## src/rtl/onehot8_encoder.sv

```systemverilog
// Registered 8-to-3 re-encoder with stability filter and one-hot integrity check.
// Optional error counter is built only when ONEHOT8_ERR_CNT_EN is defined.
module onehot8_encoder #(
    parameter int STABLE_CYCLES = 2,
    parameter int CNT_W         = 8
) (
    input  logic             clk,
    input  logic             rst,
    input  logic             y0,
    input  logic             y1,
    input  logic             y2,
    input  logic             y3,
    input  logic             y4,
    input  logic             y5,
    input  logic             y6,
    input  logic             y7,
    input  logic             sample_en,
    output logic             a,
    output logic             b,
    output logic             c,
    output logic             code_valid,
    output logic             locked,
    output logic             err,
    output logic [CNT_W-1:0] err_cnt
);

    typedef enum logic [1:0] {IDLE, SETTLE, LOCKED, FAULT} state_t;

    localparam logic [3:0] STABLE_N = 4'(STABLE_CYCLES);

    state_t      r_state;
    state_t      w_state_nxt;
    logic [7:0]  w_y;
    logic [7:0]  r_cand;
    logic [7:0]  w_cand_nxt;
    logic [3:0]  r_run;
    logic [3:0]  w_run_nxt;
    logic        w_accept;
    logic        w_is_onehot;
    logic [2:0]  w_index;
    logic [2:0]  r_code;
    logic        r_code_valid;
    logic        r_err;

    assign w_y         = {y7, y6, y5, y4, y3, y2, y1, y0};
    assign w_is_onehot = (w_y != 8'd0) && ((w_y & (w_y - 8'd1)) == 8'd0);

    always_comb begin
        w_index = 3'd0;
        for (int i = 0; i < 8; i++) begin
            if (w_y[i]) w_index = 3'(i);
        end
    end

    // NOTE: every signal gets a default first so no path through this block infers a latch.
    always_comb begin
        w_state_nxt = r_state;
        w_cand_nxt  = r_cand;
        w_run_nxt   = r_run;
        w_accept    = 1'b0;
        if (sample_en) begin
            if (w_y == 8'd0) begin
                w_state_nxt = IDLE;
                w_run_nxt   = 4'd0;
            end else if (r_state != IDLE && w_y == r_cand) begin
                // LOCKED and FAULT simply hold on a repeat; only SETTLE keeps counting.
                if (r_state == SETTLE) begin
                    w_run_nxt = r_run + 4'd1;
                    if (r_run + 4'd1 == STABLE_N) w_accept = 1'b1;
                end
            end else begin
                w_cand_nxt  = w_y;
                w_run_nxt   = 4'd1;
                w_state_nxt = SETTLE;
                if (STABLE_N == 4'd1) w_accept = 1'b1;
            end
            if (w_accept) w_state_nxt = w_is_onehot ? LOCKED : FAULT;
        end
    end

    // NOTE: sequential state uses non-blocking assignments so all registers update together.
    always_ff @(posedge clk) begin
        if (rst) begin
            r_state <= IDLE;
            r_cand  <= 8'd0;
            r_run   <= 4'd0;
        end else begin
            r_state <= w_state_nxt;
            r_cand  <= w_cand_nxt;
            r_run   <= w_run_nxt;
        end
    end

    always_ff @(posedge clk) begin
        if (rst) begin
            r_code       <= 3'd0;
            r_code_valid <= 1'b0;
            r_err        <= 1'b0;
        end else begin
            r_code_valid <= w_accept && w_is_onehot;
            r_err        <= w_accept && !w_is_onehot;
            if (w_accept && w_is_onehot) r_code <= w_index;
        end
    end

`ifdef ONEHOT8_ERR_CNT_EN
    logic [CNT_W-1:0] r_err_cnt;

    always_ff @(posedge clk) begin
        if (rst) begin
            r_err_cnt <= '0;
        end else if (w_accept && !w_is_onehot && r_err_cnt != {CNT_W{1'b1}}) begin
            r_err_cnt <= r_err_cnt + 1'b1;
        end
    end

    assign err_cnt = r_err_cnt;
`else
    assign err_cnt = '0;
`endif

    assign a          = r_code[2];
    assign b          = r_code[1];
    assign c          = r_code[0];
    assign code_valid = r_code_valid;
    assign err        = r_err;
    assign locked     = (r_state == LOCKED);

endmodule

```

## config.mk

```make
export PLATFORM = sky130hd
export DESIGN_NAME = onehot8_encoder
export DESIGN_NICKNAME = d
export VERILOG_FILES = /design/src/rtl/onehot8_encoder.sv
export SDC_FILE = /design/constraint.sdc
export NUM_CORES = 1
export LEC_CHECK = 0
export ABC_AREA = 1
export BUFFER_PORTS_ARGS = -buffer_cell sky130_fd_sc_hd__buf_4
export CAP_MARGIN = 20
export CORE_UTILIZATION = 59
export CTS_CLUSTER_DIAMETER = 40
export CTS_CLUSTER_SIZE = 25
export DETAILED_ROUTE_END_ITERATION = 8
export PLACE_DENSITY = 0.92
export SKIP_CTS_REPAIR_TIMING = 1
export SLEW_MARGIN = 20
export SYNTH_ARGS = -nofsm -noshare
export SYNTH_HDL_FRONTEND = slang
export SYNTH_SLANG_ARGS = --single-unit
```

## constraint.sdc

```tcl
create_clock -name clk -period 3.4 [get_ports clk]
set_input_delay 0.68 -clock clk [delete_from_list [all_inputs] [get_ports clk]]
set_output_delay 0.68 -clock clk [all_outputs]
set_load 0.03 [all_outputs]
```

* Yosys cells after proc, flatten, opt, wreduce, memory -nomap -nowiden
Index checks and enable logic that the tools add are counted.
** Word-level totals
- Memories :: 0
- Register bits :: 19
- RAM bits :: 0
- Output and inout port bits :: 14
- Latch bits :: 0
- Bits in read-only memories :: 0
** Operators by class
- Bitwise gates (word level) :: 3
- Reductions and logical operators :: 12
- Multiplexer cells :: 20
- Divide/modulo/power cells :: 0
- $lt $le $gt $ge :: 0
- $mul :: 0
- Equality and inequality tests :: 6
- Add/sub/neg operators :: 2
- Shifts and indexed selects :: 0
** Operators with widths (number)
- $mux 3 :: 6
- $logic_not 8->1 :: 2
- $mux 4 :: 3
- $and 8x8->8 :: 1
- $eq 8x8->1 :: 1
- $mux 1 :: 8
- $reduce_bool 8->1 :: 1
- $sub 8x1->8 const B :: 1
- $mux 2 :: 3
- $ne 3x2->1 const B :: 2
- $add 4x1->4 const B :: 1
- $eq 4x2->1 const B :: 1
- $logic_and 1x1->1 :: 4
- $reduce_and 2->1 :: 2
- $reduce_and 3->1 :: 1
- $eq 2x1->1 const B :: 1
- $eq 2x2->1 const B :: 1
- $not 1->1 :: 2
- $reduce_bool 2->1 :: 1
- $logic_not 1->1 :: 1

* Depth between registers and ports, before layout
Gate-level depths: netlist of the first run.
- Depth after elaboration :: 9
- Mapped depth :: 11

* Worst setup path after synthesis of the first run
OpenSTA, ideal clock, no wires.
- Path type :: input-to-reg
- Start :: in y0
- End :: reg r_cand[5]
- Stages on the path :: 10
- Path slack :: 1.720 ns
- Buffers on the path :: 1
- Required time :: 3.334 ns
- Data arrival time :: 1.614 ns
- Path through :: nor2_1 > nand2_2 > nor2_4 > inv_4 > nand2_2 > inv_2 > o21ai_4 > buf_6 > o21ai_1 > a21oi_2
** On the way
- Word-level cells in the longest chain between the ends :: 4
** RTL lines
- start, declared :: RTL line 9 : input logic y0,
- $eq 8x8->1 :: RTL line 65 : end else if (r_state != IDLE && w_y == r_cand) begin
- $logic_and 1x1->1 :: RTL line 65
- $not 1->1 (no line)
- $reduce_and 3->1 (no line) (*)
- end signal, assigned :: RTL line 89 : r_cand <= w_cand_nxt;
- end, declared :: RTL line 34 : logic [7:0] r_cand;
Mark *: on every way between the ends. The rest lies on a longest branch, timed or not.
A chain may end at the register's enable or synchronous reset.

* Final worst setup path of the first run
- Start :: in y0
- End :: reg r_cand[4]
The elaborated chain is that of the path after synthesis.

==> impl_metrics.env, run 1 <==
export IMPL_numClockSinks=19
export IMPL_avgSynthCellArea_um2=6.26
export IMPL_grt_pass1_vias=1140
export IMPL_hold_violations=0
export IMPL_die_area_mm2=0.00257
export IMPL_setup_viol=0
export IMPL_first_pass_iters=4
export IMPL_arrival_ps=1930
export IMPL_peakVddDrop_uv=284
export IMPL_overflow=0
export IMPL_required_ps=3640
export IMPL_reg2reg_depth=8
export IMPL_ioPinCount=25
export IMPL_ant_nets=0
export IMPL_htree_levels=1
export IMPL_wl_per_cell_um=9.69
export IMPL_tns_ps=0
export IMPL_port_buffers=16
export IMPL_grt_max_degree=17
export IMPL_r2r_end="r_code[1]$_SDFFE_PP0P_"
export IMPL_via_count=1342
export IMPL_area_delta_synth_final_pct=9.29
export IMPL_worstSkewPairLatency_ps=300
export IMPL_netlist_instances=224
export IMPL_yosys_register_bits=19
export IMPL_max_cap_violations=0
export IMPL_gp_congestion=0.862
export IMPL_via_per_inst=4.99
export IMPL_cts_root_buf="clkbuf_4"
export IMPL_layout_min_cycle_time_ps=1690
export IMPL_initial_core_util_pct=62.7
export IMPL_row_count=17
export IMPL_ys_warn_count=0
export IMPL_timing_rr_start="r_run[0]$_SDFFE_PP0P_"
export IMPL_whs_ps=478
export IMPL_dp_hpwl_um=2040
export IMPL_hold_start="r_cand[3]$_SDFFE_PP0P_"
export IMPL_cts_buffers=3
export IMPL_syn_area_mm2=0.00140
export IMPL_drive_above_1_share_pct=22.4
export IMPL_r2r_slack_ps=1770
export IMPL_fin_worst_skew_ps=4.99
export IMPL_grt_pass1_wl_um=4550
export IMPL_dr_first_iter_drc_count=35
export IMPL_period_share_pct=49.6
export IMPL_clk_pin_slew_worst_paths_ps=110
export IMPL_yosys_cell_types_count=29
export IMPL_critPathKind="in2reg"
export IMPL_worstSetupStartpoint="y0"
export IMPL_antennaDiodeCount=0
export IMPL_startpoint_type="input port"
export IMPL_rsz0062_at_grt="no"
export IMPL_slew_violations=0
export IMPL_min_path_type="reg2reg"
export IMPL_fin_util_pct=68.6
export IMPL_finalWorstSetupSlack_ps=1710
export IMPL_grt_usage_pct=23.6
export IMPL_seq_area_frac_synth_pct=27.1
export IMPL_max_freq_mhz=593
export IMPL_die_height_um=50.7
export IMPL_clock_path_buffers=2
export IMPL_nNetsFinal=255
export IMPL_status="complete, no violations"
export IMPL_tritoncts="built"
export IMPL_critPathCaptureType="flip-flop"
export IMPL_crit_path_max_fanout=16
export IMPL_core_area_mm2=0.00223
export IMPL_wirelength_um=2610
export IMPL_antenna_found_initial=0
export IMPL_p_leak_nw=0.767
export IMPL_pre_cts_slack_ps=1440
export IMPL_power_density_mw_per_mm2=310
export IMPL_drc=0
export IMPL_fp_dieW_um=50.7
export IMPL_cp_endpoint="r_cand[4]$_SDFFE_PP0P_"
## cell usage after synthesis, drive strengths merged
cell	instances	area share, %
nor3	2	1.1
nand2	64	19
clkbuf	1	0.54
nand3b	1	0.54
o21a	1	0.54
conb	1	0.27
dfxtp	19	27
buf	9	5.1
a21oi	12	5.1
inv	36	9.8
nand4	8	4.0
nor2	43	14
o21ai	11	5.0
xnor2	1	0.63
nand3	13	5.4
ha	2	1.8
## area by class of cell
| class | instances | area [um2] |
|---|---|---|
| clock inverter | 1 | 5.00 |
| tap | 28 | 35.0 |
| multi-input combinational | 166 | 831 |
| timing repair buffer | 16 | 120 |
| fill | 199 | 702 |
| inverter | 36 | 138 |
| sequential | 19 | 380 |
| clock buffer | 3 | 22.5 |
## state kept, by name, indices dropped and copies added (netlist names)
name        count
code_valid      1
r_code          3
err             1
r_state         2
r_cand          8
r_run           4
## placed cells by master, fill, tap and decap left out
cell,n
xnor2_1,1
nor2_1,34
nor2_4,3
buf_4,16
nand4_2,1
ha_1,2
dfxtp_1,19
nand3_2,2
clkbuf_4,3
clkinv_2,1
inv_1,30
o21ai_0,8
nand3_1,11
nor3_1,1
nand2_2,10
inv_2,5
o21a_1,1
o21ai_2,1
o21ai_1,1
nor3_2,1
nand2_1,54
nand3b_1,1
inv_4,1
nand4_1,7
a21oi_2,3
conb_1,8
a21oi_1,9
o21ai_4,1
nor2_2,6
## per-stage QoR
stage	power, W	cell area, um2	instances
floorplan	0.000341	1430	231
global placement	0.000360	1500	265
detailed placement	0.000362	1500	265
CTS	0.000478	1530	269
global route	0.000501	1530	269
finish	0.000475	1530	269
## routing by layer
layer	vias up	routed length [um]	GRT usage (%)	part of all wire [%]
met5	-	0	0	0
met2	34	1230	39.3	47
met1	589	1210	28.7	46
met4	0	78	13.0	3.0
li1	711	-	-	-
met3	8	87	3.64	3.3
## report_power, final
group,internal (W),total (W),switching (W)
Combinational,0.0000382,0.000119,0.0000807
Sequential,0.000233,0.000240,0.00000729
Clock,0.0000439,0.000115,0.0000716
## how the worst min path moves through the flow
stage,end,slack [ps],depth (start not counted)
after floorplan,r_cand[0]$_SDFFE_PP0P_,440,2
after detailed placement,r_cand[3]$_SDFFE_PP0P_,460,2
final,r_cand[3]$_SDFFE_PP0P_,480,2
after CTS,r_cand[3]$_SDFFE_PP0P_,470,2
after global placement,r_cand[4]$_SDFFE_PP0P_,460,2
after global routing,r_cand[6]$_SDFFE_PP0P_,500,2
## kinds of logic after synthesis
kind of cell / synth area share [%]
adders and majority gates: 1.79
xor gates and xnor gates: 0.625
and+or+nand+nor: 44.1
DFF: 27.1
other: 0.268
buffers and inverters: 15.4
AOI/OAI and AO/OA: 10.6
## worst max-delay path: stages
cell     delay (ps)
buf_4           130
nor2_1          220
nand2_2         120
nor2_4          150
inv_4            70
nand2_2          80
inv_2            50
o21ai_4         160
o21ai_0         130
a21oi_1         140
No activity file was read; power rests on OpenSTA's default activity.
==> inputs of run 2 (changes only) <==
--- a/config.mk
+++ b/config.mk
@@ -8,11 +8,11 @@
 export ABC_AREA = 1
 export BUFFER_PORTS_ARGS = -buffer_cell sky130_fd_sc_hd__buf_4
 export CAP_MARGIN = 20
-export CORE_UTILIZATION = 59
+export CORE_UTILIZATION = 55
 export CTS_CLUSTER_DIAMETER = 40
 export CTS_CLUSTER_SIZE = 25
 export DETAILED_ROUTE_END_ITERATION = 8
-export PLACE_DENSITY = 0.92
+export PLACE_DENSITY = 0.87
 export SKIP_CTS_REPAIR_TIMING = 1
 export SLEW_MARGIN = 20
 export SYNTH_ARGS = -nofsm -noshare
==> constraint.sdc (replaced) <==
create_clock -name clk -period 1.65 [get_ports clk]
set_input_delay 0.33 -clock clk [delete_from_list [all_inputs] [get_ports clk]]
set_output_delay 0.33 -clock clk [all_outputs]
set_load 0.03 [all_outputs]
==> run 2 against run 1 <==
  * Sequential share of layout area down 0.63 points
  * Wire length up 10%
  * Critical path type is now reg2reg
  * Flip-flop and latch count unchanged
  * Highest routed layer unchanged
  * Worst hold slack worse by 290 ps
==> impl_metrics.env, run 2 (same netlist as run 1, synthesis figures left out) <==
export IMPL_status="complete, no violations"
export IMPL_drc=0
export IMPL_grt_pass1_wl_um=5000
export IMPL_ioPinCount=25
export IMPL_crit_buf_inv=2
export IMPL_core_area_mm2=0.00230
export IMPL_critPathCaptureType="flip-flop"
export IMPL_area_delta_synth_final_pct=12.9
export IMPL_fp_dieW_um=52.5
export IMPL_crit_path_frequent_cell="nand2_1"
export IMPL_required_ps=1890
export IMPL_power_density_mw_per_mm2=631
export IMPL_dp_hpwl_um=2160
export IMPL_p_switching_w=0.000342
export IMPL_r2r_end="r_cand[4]$_SDFFE_PP0P_"
export IMPL_initial_core_util_pct=61.0
export IMPL_clock_path_buffers=2
export IMPL_die_height_um=52.5
export IMPL_critPathKind="reg2reg"
export IMPL_p_sw_share_pct=34.2
export IMPL_tns_ps=0
export IMPL_ant_nets=0
export IMPL_reg2reg_depth=9
export IMPL_cpMaxStageDelayCell="dfxtp_1"
export IMPL_wl_per_cell_um=10.6
export IMPL_die_area_mm2=0.00275
export IMPL_pre_cts_slack_ps=51.9
export IMPL_cts_root_buf="clkbuf_4"
export IMPL_hold_violations=0
export IMPL_startpoint_type="flip-flop"
export IMPL_worstSkewPairLatency_ps=310
export IMPL_dr_first_iter_drc_count=39
export IMPL_port_buffers=16
export IMPL_arrival_ps=1760
export IMPL_hold_end="r_run[0]$_SDFFE_PP0P_"
export IMPL_overflow=0
export IMPL_via_per_inst=4.95
export IMPL_max_cap_violations=0
export IMPL_p_int_w=0.000657
export IMPL_r2r_slack_ps=130
export IMPL_max_freq_mhz=660
export IMPL_top_regs="r_cand (8), r_run (4), r_code (3)"
export IMPL_pwr_share_comb_pct=25.5
export IMPL_nNetsFinal=258
export IMPL_first_pass_iters=4
export IMPL_cts_buffers=3
export IMPL_fillCellCount=206
export IMPL_layout_common_cells="nand2_1 (54), nor2_1 (34), inv_1 (29)"
export IMPL_via_count=1346
export IMPL_cpPeakStageDelay_ps=390
export IMPL_p_leak_nw=0.786
export IMPL_drive_above_1_share_pct=25.4
export IMPL_grt_pass1_vias=1223
export IMPL_timing_rr_start="r_state[0]$_SDFFE_PP0P_"
export IMPL_hold_start="rst"
export IMPL_grt_usage_pct=25.0
export IMPL_regMostFlops="r_cand"
export IMPL_row_count=17
export IMPL_antenna_found_initial=0
export IMPL_layout_commonest_cell="nand2_1"
export IMPL_tritoncts="built"
export IMPL_numClockSinks=19
export IMPL_min_path_type="in2reg"
export IMPL_gp_congestion=0.882
export IMPL_power_share_clock_pct=24.9
export IMPL_finalWorstSetupSlack_ps=134
export IMPL_clk_pin_slew_worst_paths_ps=120
export IMPL_fin_worst_skew_ps=3.54
export IMPL_largest_reg_flops=8
export IMPL_cp_cell_sequence="inv_1, nand2_1, nand2_1, nor2_2, nand3_2, o21ai_4, buf_12, o21ai_0, a21oi_1"
export IMPL_period_share_pct=91.9
export IMPL_slew_violations=0
export IMPL_cpLargestDelayFamily="simple AND/OR/NAND/NOR gates"
export IMPL_rsz0062_at_grt="no"
export IMPL_p_seq_share_pct=49.7
export IMPL_wirelength_um=2870
export IMPL_holdPathStages=2
export IMPL_htree_levels=1
export IMPL_crit_path_max_fanout=16
export IMPL_grt_max_degree=17
export IMPL_layout_min_cycle_time_ps=1520
export IMPL_peakVddDrop_uv=547
export IMPL_antennaDiodeCount=0
export IMPL_setup_viol=0
[run 2: layout make-up]
class / count / area (um2) / area share [%]
clock inverters: 1 / 5.00 / 0.316
clock buffers: 3 / 22.5 / 1.42
flip-flops and latches: 19 / 383 / 24.2
multi-input cells: 166 / 843 / 53.3
well taps: 28 / 35.0 / 2.22
repair buffers: 19 / 155 / 9.81
inverters: 36 / 138 / 8.70
[run 2: worst max path at each step]
stage                       startpoint                     end  slack (ps)  cells past startpoint
2_1_floorplan    r_run[0]$_SDFFE_PP0P_  r_code[0]$_SDFFE_PP0P_         240                      8
6_report       r_state[0]$_SDFFE_PP0P_  r_cand[4]$_SDFFE_PP0P_         130                      9
3_5_place_dp                        y4  r_cand[4]$_SDFFE_PP0P_          50                     11
4_1_cts          r_run[0]$_SDFFE_PP0P_  r_code[2]$_SDFFE_PP0P_          50                      8
3_3_place_gp                        y0  r_cand[4]$_SDFFE_PP0P_          90                     11
5_1_grt        r_state[0]$_SDFFE_PP0P_  r_cand[2]$_SDFFE_PP0P_          20                      9
[run 2: routing by layer]
layer | routed length, um | up-vias | GRT usage, % | share of wire [%]
met5 | 0 | - | 0 | 0
met3 | 93 | 5 | 3.77 | 3.2
li1 | - | 719 | - | -
met2 | 1370 | 28 | 40.3 | 48
met4 | 40 | 0 | 12.7 | 1.4
met1 | 1360 | 594 | 31.9 | 47
[run 2: power by group through the flow]
stage	Clock, W	Combinational [W]	Sequential [W]
2_1_floorplan	0	0.000200	0.000502
3_3_place_gp	0	0.000244	0.000504
3_5_place_dp	0	0.000248	0.000505
4_1_cts	0.000255	0.000251	0.000495
5_1_grt	0.000274	0.000287	0.000499
6_report	0.000249	0.000254	0.000496
[run 2: stage by stage]
stage | utilization [%] | instances | power (W) | instance area (um2) | hold slack, ps
after global routing | 68.8 | 272 | 0.00106 | 1580 | 174
after global placement | 67.0 | 268 | 0.000749 | 1540 | 457
after CTS | 68.2 | 272 | 0.00100 | 1570 | 185
after detailed placement | 67.0 | 268 | 0.000754 | 1540 | 460
after floorplan | - | 231 | 0.000702 | 1430 | 399
final | 68.8 | 272 | 0.000999 | 1580 | 188
==> inputs of run 3 (changes only) <==
==> constraint.sdc (replaced) <==
create_clock -name clk -period 1.6 [get_ports clk]
set_input_delay 0.32 -clock clk [delete_from_list [all_inputs] [get_ports clk]]
set_output_delay 0.32 -clock clk [all_outputs]
set_load 0.03 [all_outputs]
==> run 3 against run 2 <==
  * Critical endpoint is now r_state[1]$_SDFFE_PP0P_
  * Highest routed layer unchanged
  * Critical path type unchanged
  * Die area unchanged
  * Global-route usage decreased by 2.1 points
  * Combinational power increased by 6%
==> impl_metrics.env, run 3 (same netlist as run 1, synthesis figures left out) <==
export IMPL_wirelength_um=2820
export IMPL_die_height_um=52.5
export IMPL_wl_per_cell_um=10.2
export IMPL_power_density_mw_per_mm2=636
export IMPL_layout_common_cells="nand2_1 (54), nor2_1 (34), inv_1 (29)"
export IMPL_drc=0
export IMPL_p_leak_nw=0.804
export IMPL_dp_cells=272
export IMPL_cts_buffers=3
export IMPL_ioPinCount=25
export IMPL_fp_dieW_um=52.5
export IMPL_peakVddDrop_uv=445
export IMPL_cts_root_buf="clkbuf_4"
export IMPL_fin_worst_skew_ps=1.34
export IMPL_required_ps=1840
export IMPL_numClockSinks=19
export IMPL_core_area_mm2=0.00230
export IMPL_tritoncts="built"
export IMPL_htree_levels=1
export IMPL_r2r_slack_ps=120
export IMPL_layout_commonest_cell="nand2_1"
export IMPL_regMostFlops="r_cand"
export IMPL_top_regs="r_cand (8), r_run (4), r_code (3)"
export IMPL_stdcell_count=276
export IMPL_status="complete, no violations"
export IMPL_fillCellCount=199
export IMPL_ant_nets=0
export IMPL_dr_first_iter_drc_count=43
export IMPL_max_freq_mhz=678
export IMPL_startpoint_type="flip-flop"
export IMPL_nNetsFinal=262
export IMPL_via_count=1378
export IMPL_critPathCaptureType="flip-flop"
export IMPL_min_path_type="in2reg"
export IMPL_tns_ps=0
export IMPL_arrival_ps=1720
export IMPL_grt_pass1_vias=1188
export IMPL_grt_usage_pct=22.9
export IMPL_layout_min_cycle_time_ps=1480
export IMPL_largest_reg_flops=8
export IMPL_gp_congestion=0.880
export IMPL_slew_violations=0
export IMPL_row_count=17
export IMPL_grt_pass1_wl_um=4690
export IMPL_dp_hpwl_um=2170
export IMPL_overflow=0
export IMPL_period_share_pct=92.2
export IMPL_setup_viol=0
export IMPL_max_cap_violations=0
export IMPL_port_buffers=16
export IMPL_initial_core_util_pct=61.0
export IMPL_grt_max_degree=17
export IMPL_worstSkewPairLatency_ps=300
export IMPL_crit_path_max_fanout=6
export IMPL_via_per_inst=4.99
export IMPL_first_pass_iters=5
export IMPL_drive_above_1_share_pct=27.8
export IMPL_critPathKind="reg2reg"
export IMPL_hold_violations=0
export IMPL_antennaDiodeCount=0
export IMPL_die_area_mm2=0.00275
export IMPL_clock_path_buffers=2
export IMPL_antenna_found_initial=0
export IMPL_rsz0062_at_grt="no"
export IMPL_clk_pin_slew_worst_paths_ps=110
export IMPL_area_delta_synth_final_pct=15.6
[run 3: cell count changes in the layout (fill, tap and decap cells not counted)]
cell / delta
buf_4: +4
dfxtp_1: -4
clkbuf_1: +1
nand2_2: -1
clkinv_2: -1
dfxtp_2: +4
nand2_4: +1
[run 3: where the power goes]
group	total (W)	internal (W)	switching (W)	leakage (nW)
Clock	0.000249	0.0000971	0.000152	0.0150
Combinational	0.000269	0.0000945	0.000174	0.631
Sequential	0.000512	0.000497	0.0000155	0.158
Total	0.00103	0.000688	0.000342	0.804
[run 3: through the flow]
step / worst slack, ps / total power [W] / util (%) / cell area [um2] / hold WS [ps]
3_3_place_gp: 74.6 / 0.000779 / 68.3 / 1570 / 458
5_1_grt: 8.10 / 0.00109 / 70.5 / 1620 / 190
2_1_floorplan: 192 / 0.000724 / - / 1430 / 389
4_1_cts: 20.6 / 0.00103 / 69.4 / 1600 / 185
6_report: 124 / 0.00103 / 70.5 / 1620 / 187
3_5_place_dp: 45.2 / 0.000784 / 68.3 / 1570 / 460
[run 3: area by class of cell]
cell class	instances	area, um2	share of cell area (%)
clock buffer	4	26.3	1.62
inverter	36	138	8.49
multi-input combinational	166	848	52.4
sequential	19	388	23.9
tap	28	35.0	2.16
timing repair buffer	23	185	11.4
[run 3: critical path, cell delays in order, from the launching register on]
cell and delay, ps:
dfxtp_2 370, ha_1 230, xnor2_2 150, nand3_1 150
inv_2 120, buf_4 130, nand4_1 150, nand2_1 120
[run 3: worst paths after layout]
path	depth (start not counted)	from	endpoint
setup reg to reg	7	r_run[0]$_SDFFE_PP0P_	r_state[1]$_SDFFE_PP0P_
hold reg to reg	2	r_cand[0]$_SDFFE_PP0P_	r_cand[0]$_SDFFE_PP0P_
hold / removal	2	rst	r_run[0]$_SDFFE_PP0P_
setup / recovery	7	r_run[0]$_SDFFE_PP0P_	r_state[1]$_SDFFE_PP0P_
[run 3: metal layers]
metal	routed length, um	vias up	global-route usage, %
li1	-	728	-
met1	1280	614	28.7
met2	1400	34	38.8
met3	126	2	3.48
met4	6	0	8.77
met5	0	-	0
